**src/rtl/lc3_ctrl_pkg.sv**
```systemverilog
// Shared ISDU types: 5-bit state encoding, opcodes and datapath mux/ALU select codes.
// Pure declarations; no latency or flow control of its own.
package lc3_ctrl_pkg;

    typedef enum logic [4:0] {
        HALTED    = 5'd0,
        FETCH_MAR = 5'd1,
        FETCH_RD  = 5'd2,
        FETCH_IR  = 5'd3,
        DECODE    = 5'd4,
        ALU       = 5'd5,
        BR_CHK    = 5'd6,
        BR_TAKE   = 5'd7,
        JMP       = 5'd8,
        JSR1      = 5'd9,
        JSR2      = 5'd10,
        LEA       = 5'd11,
        ADDR      = 5'd12,
        RD        = 5'd13,
        IND_MAR   = 5'd14,
        MDR_DR    = 5'd15,
        MDR_SR    = 5'd16,
        WR        = 5'd17,
        PAUSE1    = 5'd18,
        PAUSE2    = 5'd19
    } state_t;

    localparam logic [3:0] OP_BR    = 4'b0000;
    localparam logic [3:0] OP_ADD   = 4'b0001;
    localparam logic [3:0] OP_LD    = 4'b0010;
    localparam logic [3:0] OP_ST    = 4'b0011;
    localparam logic [3:0] OP_JSR   = 4'b0100;
    localparam logic [3:0] OP_AND   = 4'b0101;
    localparam logic [3:0] OP_LDR   = 4'b0110;
    localparam logic [3:0] OP_STR   = 4'b0111;
    localparam logic [3:0] OP_RTI   = 4'b1000;
    localparam logic [3:0] OP_NOT   = 4'b1001;
    localparam logic [3:0] OP_LDI   = 4'b1010;
    localparam logic [3:0] OP_STI   = 4'b1011;
    localparam logic [3:0] OP_JMP   = 4'b1100;
    localparam logic [3:0] OP_PAUSE = 4'b1101;
    localparam logic [3:0] OP_LEA   = 4'b1110;
    localparam logic [3:0] OP_TRAP  = 4'b1111;

    localparam logic [1:0] PC_PLUS1  = 2'b00;
    localparam logic [1:0] PC_ADDER  = 2'b01;
    localparam logic [1:0] PC_BUS    = 2'b10;

    localparam logic [1:0] A2_ZERO   = 2'b00;
    localparam logic [1:0] A2_OFF6   = 2'b01;
    localparam logic [1:0] A2_OFF9   = 2'b10;
    localparam logic [1:0] A2_OFF11  = 2'b11;

    localparam logic [1:0] ALUK_ADD   = 2'b00;
    localparam logic [1:0] ALUK_AND   = 2'b01;
    localparam logic [1:0] ALUK_NOT   = 2'b10;
    localparam logic [1:0] ALUK_PASSA = 2'b11;

    function automatic logic is_indirect(input logic [3:0] op);
        return (op == OP_LDI) || (op == OP_STI);
    endfunction

endpackage

```
**src/rtl/mem_wait_timer.sv**
```systemverilog
// Read/write wait counter: held at 0 while start is high, counts up otherwise; done when count==limit.
// done is combinational from the count register; no backpressure.
module mem_wait_timer (
    input  logic       Clk,
    input  logic       Reset_n,
    input  logic       start,
    input  logic [3:0] limit,
    output logic       done
);
    localparam int CW = $clog2(16);

    logic [CW-1:0] count;

    always_ff @(posedge Clk) begin
        if (!Reset_n || start)
            count <= '0;
        else
            count <= count + 1'b1;
    end

    assign done = (count == limit);

endmodule

```
**src/rtl/lc3_isdu_param.sv**
```systemverilog
// LC-3 sequencer/decoder with counted SRAM read/write waits; outputs decoded from the state register.
// Reads last MEM_WAIT+1 cycles, writes WR_WAIT cycles; the only stalls are PAUSE waiting on Continue.
module lc3_isdu_param
    import lc3_ctrl_pkg::*;
#(
    parameter int unsigned MEM_WAIT = 3,
    parameter int unsigned WR_WAIT  = 3,
    parameter bit          PAUSE_EN = 1'b1
) (
    input  logic       Clk,
    input  logic       Reset_n,
    input  logic       Run,
    input  logic       Continue,
    input  logic [3:0] Opcode,
    input  logic       IR_5,
    input  logic       IR_11,
    input  logic       BEN,
    output logic       LD_MAR,
    output logic       LD_MDR,
    output logic       LD_IR,
    output logic       LD_BEN,
    output logic       LD_CC,
    output logic       LD_REG,
    output logic       LD_PC,
    output logic       LD_LED,
    output logic       GatePC,
    output logic       GateMDR,
    output logic       GateALU,
    output logic       GateMARMUX,
    output logic [1:0] PCMUX,
    output logic       DRMUX,
    output logic       SR1MUX,
    output logic       SR2MUX,
    output logic       ADDR1MUX,
    output logic [1:0] ADDR2MUX,
    output logic [1:0] ALUK,
    output logic       Mem_OE,
    output logic       Mem_WE,
    output logic [4:0] State_dbg
);
    state_t     state;
    logic [3:0] op_q;
    logic       ind_q;   // set once the indirect pointer has been moved into MAR
    logic       wait_done;
    logic       in_wait;
    logic [3:0] wait_limit;

    assign in_wait    = (state == FETCH_RD) || (state == RD) || (state == WR);
    assign wait_limit = (state == WR) ? 4'(WR_WAIT - 1) : 4'(MEM_WAIT);

    mem_wait_timer u_timer (
        .Clk     (Clk),
        .Reset_n (Reset_n),
        .start   (!in_wait),
        .limit   (wait_limit),
        .done    (wait_done)
    );

    always_ff @(posedge Clk) begin
        if (!Reset_n) begin
            state <= HALTED;
            op_q  <= 4'b0000;
            ind_q <= 1'b0;
        end else begin
            case (state)
                HALTED:    if (Run) state <= FETCH_MAR;
                FETCH_MAR: state <= FETCH_RD;
                FETCH_RD:  if (wait_done) state <= FETCH_IR;
                FETCH_IR:  state <= DECODE;
                DECODE: begin
                    op_q  <= Opcode;
                    ind_q <= 1'b0;
                    case (Opcode)
                        OP_ADD, OP_AND, OP_NOT:         state <= ALU;
                        OP_BR:                          state <= BR_CHK;
                        OP_JMP:                         state <= JMP;
                        OP_JSR:                         state <= JSR1;
                        OP_LEA:                         state <= LEA;
                        OP_LD, OP_LDI, OP_ST, OP_STI,
                        OP_LDR, OP_STR:                 state <= ADDR;
                        OP_PAUSE: state <= PAUSE_EN ? PAUSE1 : FETCH_MAR;
                        default:                        state <= FETCH_MAR;
                    endcase
                end
                BR_CHK:    state <= BEN ? BR_TAKE : FETCH_MAR;
                JSR1:      state <= JSR2;
                ADDR:      state <= (op_q == OP_ST || op_q == OP_STR) ? MDR_SR : RD;
                RD: begin
                    if (wait_done)
                        state <= (is_indirect(op_q) && !ind_q) ? IND_MAR : MDR_DR;
                end
                IND_MAR: begin
                    ind_q <= 1'b1;
                    state <= (op_q == OP_STI) ? MDR_SR : RD;
                end
                MDR_SR:    state <= WR;
                WR:        if (wait_done) state <= FETCH_MAR;
                PAUSE1:    if (Continue) state <= PAUSE2;
                PAUSE2:    if (!Continue) state <= FETCH_MAR;
                default:   state <= FETCH_MAR;
            endcase
        end
    end

    always_comb begin
        LD_MAR = 1'b0; LD_MDR = 1'b0; LD_IR  = 1'b0; LD_BEN = 1'b0;
        LD_CC  = 1'b0; LD_REG = 1'b0; LD_PC  = 1'b0; LD_LED = 1'b0;
        GatePC = 1'b0; GateMDR = 1'b0; GateALU = 1'b0; GateMARMUX = 1'b0;
        PCMUX  = PC_PLUS1; DRMUX = 1'b0; SR1MUX = 1'b0; SR2MUX = 1'b0;
        ADDR1MUX = 1'b0; ADDR2MUX = A2_ZERO; ALUK = ALUK_ADD;
        Mem_OE = 1'b0; Mem_WE = 1'b0;
        case (state)
            FETCH_MAR: begin GatePC = 1'b1; LD_MAR = 1'b1; LD_PC = 1'b1; end
            FETCH_RD, RD: begin Mem_OE = 1'b1; LD_MDR = wait_done; end
            FETCH_IR:  begin GateMDR = 1'b1; LD_IR = 1'b1; end
            DECODE:    LD_BEN = 1'b1;
            ALU: begin
                GateALU = 1'b1; LD_REG = 1'b1; LD_CC = 1'b1; SR2MUX = IR_5;
                case (op_q)
                    OP_AND:  ALUK = ALUK_AND;
                    OP_NOT:  ALUK = ALUK_NOT;
                    default: ALUK = ALUK_ADD;
                endcase
            end
            BR_TAKE:   begin ADDR2MUX = A2_OFF9; PCMUX = PC_ADDER; LD_PC = 1'b1; end
            JMP:       begin ADDR1MUX = 1'b1; PCMUX = PC_ADDER; LD_PC = 1'b1; end
            JSR1:      begin GatePC = 1'b1; DRMUX = 1'b1; LD_REG = 1'b1; end
            JSR2: begin
                ADDR1MUX = !IR_11;
                ADDR2MUX = IR_11 ? A2_OFF11 : A2_ZERO;
                PCMUX    = PC_ADDER;
                LD_PC    = 1'b1;
            end
            LEA: begin
                ADDR2MUX = A2_OFF9; GateMARMUX = 1'b1; LD_REG = 1'b1; LD_CC = 1'b1;
            end
            ADDR: begin
                GateMARMUX = 1'b1; LD_MAR = 1'b1;
                if (op_q == OP_LDR || op_q == OP_STR) begin
                    ADDR1MUX = 1'b1;
                    ADDR2MUX = A2_OFF6;
                end else begin
                    ADDR2MUX = A2_OFF9;
                end
            end
            IND_MAR:   begin GateMDR = 1'b1; LD_MAR = 1'b1; end
            MDR_DR:    begin GateMDR = 1'b1; LD_REG = 1'b1; LD_CC = 1'b1; end
            MDR_SR: begin
                SR1MUX = 1'b1; ALUK = ALUK_PASSA; GateALU = 1'b1; LD_MDR = 1'b1;
            end
            WR:        Mem_WE = 1'b1;
            PAUSE1, PAUSE2: LD_LED = 1'b1;
            default: ;
        endcase
    end

    assign State_dbg = state;

endmodule

```
**config.mk**
```make
export PLATFORM = sky130hd
export DESIGN_NAME = lc3_isdu_param
export DESIGN_NICKNAME = d
export VERILOG_FILES = /design/src/rtl/lc3_ctrl_pkg.sv /design/src/rtl/mem_wait_timer.sv /design/src/rtl/lc3_isdu_param.sv
export SDC_FILE = /design/constraint.sdc
export NUM_CORES = 1
export LEC_CHECK = 0
export BUFFER_PORTS_ARGS = -buffer_cell sky130_fd_sc_hd__buf_2
export CAP_MARGIN = 10
export CORE_ASPECT_RATIO = 1.4
export CORE_UTILIZATION = 51
export CTS_BUF_LIST = sky130_fd_sc_hd__clkbuf_4
export DETAILED_ROUTE_END_ITERATION = 7
export GPL_ROUTABILITY_DRIVEN = 0
export PLACE_DENSITY = 0.82
export SLEW_MARGIN = 40
export SYNTH_ARGS = -nofsm -noshare
export SYNTH_HDL_FRONTEND = slang
export SYNTH_SLANG_ARGS = --single-unit
```
**constraint.sdc**
```tcl
create_clock -name Clk -period 1.8 [get_ports Clk]
set_input_delay 0.36 -clock Clk [delete_from_list [all_inputs] [get_ports Clk]]
set_output_delay 0.36 -clock Clk [all_outputs]
set_load 0.005 [all_outputs]
```
==> summary.md <==
| Metric | Value |
|---|---|
| Sum of met3 wire segment lengths after detailed routing | `512 um` |
| Nets in the synthesized netlist | `198` |
| Area of the multi-input gates | `0.001096 mm^2` |
| Portion of total power attributed to the clock network | `8.0%` |
| First-pass GRT wire length | `approximately 6700 um` |
| Estimated wirelength of the detail-placed design | `2988 um` |
| Total area of sequential cells | `292.8 um^2` |
| Peak ir drop on the vdd network | `1.058 mV` |
| Number of sinks on the clock net | `14` |
| Synthesized-area fraction occupied by xor and xnor cells | `under 10%` |
| Post-synthesis register bit count | `14` |
| Largest family of logic cells by synthesized area | `simple AND/OR/NAND/NOR gates` |
| Adder-cell share of the synthesized area | `5.556%` |
| Synthesis Warnings | `0` |
| Violated checks | `negative setup slack` |
| Vertical die dimension | `61.88 um` |
| Pin count of the biggest net entering global routing | `17` |
| Leakage | `0.0009395 uW` |
| Max Clk Rate | `~0.47 GHz` |
| Detailed Route WL | `5854 um` |
| Share of synthesized area spent on multiplexers | `3.831%` |
| Endpoint kind of the worst setup timing path | `primary output` |
| Clock latency reported for the late side of the worst-skew pair | `approximately 0.3 ns` |
| Routed met1 length | `2065 um` |
| Status | `finished with violations` |
| Post-route clock period utilization | `117.0%` |
| Maximum level of the CTS H-tree | `1` |
| Syn avg cell area | `~7 um^2` |
| Critical path arrival | `1.75 ns` |
| Routed length per instance | `20.05 um` |
| Slew Limit Fails | `0` |
| Switching portion of total power | `about half` |
| Antenna Nets Post-Route | `0` |
| Cell area power density | `about 1300 mW/mm^2` |
| Time the final worst path needs with I/O delays and setup | `between 2 and 2.5 ns` |
| Worst path setup slack after routing | `-0.3067 ns` |
| Required time of the worst setup path | `about 1.4 ns` |
| Initial antenna violation count | `0` |
| Most common library cell in the layout ignoring fill and taps | `buf_2` |
| Maxcap violations | `0` |
| Setup WS pre-CTS | `0.01581 ns` |
| Clock Skew | `between 0.004 and 0.005 ns` |
| Via density per instance | `6.435` |
| Top-level I/O count | `40` |
| Number of enable flip-flop cells after synthesis | `0` |
| Die width | `44.77 um` |
| Port bufs | `38` |
| Share of flip-flops with an asynchronous set or reset | `0%` |
| Startpoint kind of the worst setup timing path | `flip-flop` |
| Final setup violating endpoints | `25` |
| Post-synthesis cell type count | `52` |
| Global-route usage over all layers | `33.29%` |
| Final Hold Violating Endpoints | `0` |
| Reg power frac | `18.2%` |
| Drt initial violations | `143` |
| Die footprint | `approximately 0.0028 mm^2` |
| Fraction of the mapped netlist area in simple logic gates | `roughly 31%` |
| Most frequent cells in the layout | `37 x buf_2, 35 x buf_4, 26 x nand2_1` |
| Accumulated negative setup slack | `-3.787 ns` |
| Fraction of layout instances using a drive strength above 1 | `roughly half` |
| Number of buffers on the longest clock path | `2` |
| Worst Setup Path Type | `reg2out` |
| Sequential-to-total area share from yosys stat | `roughly 21%` |
| Internal portion of total power | `1360 uW` |
| Unrepaired setup endpoints after global routing | `true` |
| Number of hold-repair buffers added at the cts stage | `0` |
| Placeable core region | `~0.0024 mm^2` |
| Number of placement rows | `21` |
| Clock root buffer | `clkbuf_4` |
| Worst min-delay path category | `in2reg` |
| Remaining global-route overflow | `0` |
| Worst-path clk slew | `0.10 ns` |
| Routed wl met2 | `2933 um` |
| Signed area change from the synthesized netlist to the final layout | `58.91%` |
| Post-Syn Instances | `182` |
| Antenna cells | `0` |
| Crit path max fanout | `6` |
| Area fraction in compound gates after synthesis | `between 20 and 30%` |
| CTS tree | `done` |
| Vias after detailed routing | `1879` |
| Switching pwr | `1292 uW` |
| Total Nets Final | `275` |
| Number of global-route vias before repair | `approximately 1500` |
| Part of the total power dissipated in combinational logic | `roughly 74%` |
| Max layer used | `met4` |
| Starting density of the core | `a little over half` |
| Overall power after layout | `approximately 2700 uW` |
| Fill count | `137` |
| Netlist area before placement | `0.001306 mm^2` |
| Cts bufs inserted | `3` |
| Post-route DRC | `0` |
| Post-synth top flop | `dfxtp_1` |
| Initial DRT Pass Iterations | `5` |
final timing paths:
path	slack, ns	startpoint	to	cells after the start
min reg2reg	0.49	op_q[2]	op_q[2]	2
max	-0.31	State_dbg[2]	ADDR2MUX[1]	8
max reg2reg	-0.14	State_dbg[2]	State_dbg[0]	9
min	0.33	Opcode[1]	op_q[1]	3
Yosys cell counts, drive strengths merged, types with 2 or more instances:
cell type   n  share of area [%]
a211oi      2                1.1
a21oi      18                7.8
a31oi       2               0.96
a32oi       3                2.0
and3        4                1.9
buf         8                3.0
clkbuf      3               0.86
dfxtp      14                 21
ha          5                4.8
inv         8                2.3
mux2i       5                3.8
nand2      29                8.3
nand2b      3                1.4
nand3       4                1.5
nand4       2               0.96
nor2       19                5.8
nor2b       5                2.4
nor3        3                1.1
nor3b       2                1.5
o21ai       7                3.0
o22ai       3                1.4
o31a        2                1.3
o31ai       2                1.1
o32ai       2                1.3
or2         2               0.96
or4b        2                2.1
xnor2       3                2.0
xor2        2                1.3
power groups by stage:
| stage | sequential (uW) | clock (uW) | combinational (uW) |
|---|---|---|---|
| final | 482 | 212 | 1960 |
| after global routing | 486 | 225 | 2040 |
| after CTS | 453 | 195 | 1570 |
| after detailed placement | 444 | 0 | 1340 |
| after global placement | 442 | 0 | 1330 |
| after floorplan | 437 | 0 | 804 |
critical path, stage by stage, from the launching register on:
cell     delay [ns]
dfxtp_2        0.36
buf_6          0.12
buf_6          0.12
buf_6          0.13
buf_6          0.13
xor2_1         0.15
a22oi_1        0.20
o32ai_1        0.10
buf_2          0.14
per-stage QoR:
| step | cell area [um^2] | hold slack (ns) | cells | util, % |
|---|---|---|---|---|
| floorplan | 1306 | 0.4370 | 182 | - |
| global placement | 1684 | 0.4591 | 269 | 69.67 |
| detailed placement | 1684 | 0.4711 | 269 | 69.67 |
| CTS | 1904 | 0.3270 | 280 | 78.78 |
| global route | 2076 | 0.3351 | 292 | 85.87 |
| finish | 2076 | 0.3261 | 292 | 85.87 |
cells by family (layout without fill, tap and decap cells):
| logic type | after synthesis | in the layout |
|---|---|---|
| AND/OR/NAND/NOR | 80 | 80 |
| AO/OA/AOI/OAI | 51 | 51 |
| other | 1 | 1 |
| XOR/XNOR | 5 | 5 |
| flip-flops | 14 | 14 |
| adder cells (fa/ha/maj) | 6 | 6 |
| multiplexers | 5 | 5 |
| buffers and inverters | 20 | 96 |
sequential cells by signal, indices dropped and copies added, names as in the netlist:
register,cells
ind_q,1
op_q,4
u_timer.count,4
State_dbg,5
final cells by class:
class	instances	share of cell area, %
Sequential cell	14	14.10
Clock inverter	1	0.1808
Inverter	9	2.049
Multi-Input combinational cell	148	52.80
Timing Repair Buffer	83	27.73
Clock buffer	3	1.085
Tap cell	34	2.049
repair_timing:
item,4_1_cts,5_1_grt
gates resized for setup,44,22
endpoints found under the setup margin,20,27
setup buffers,7,12
pin swaps,15,17
routing by layer:
layer | up-vias | global-route usage (%)
met2 | 167 | 62.18
met5 | - | 0
met3 | 56 | 4.335
li1 | 808 | -
met1 | 848 | 36.14
met4 | 0 | 17.32
Note: power is estimated with default switching activity, not from simulation.
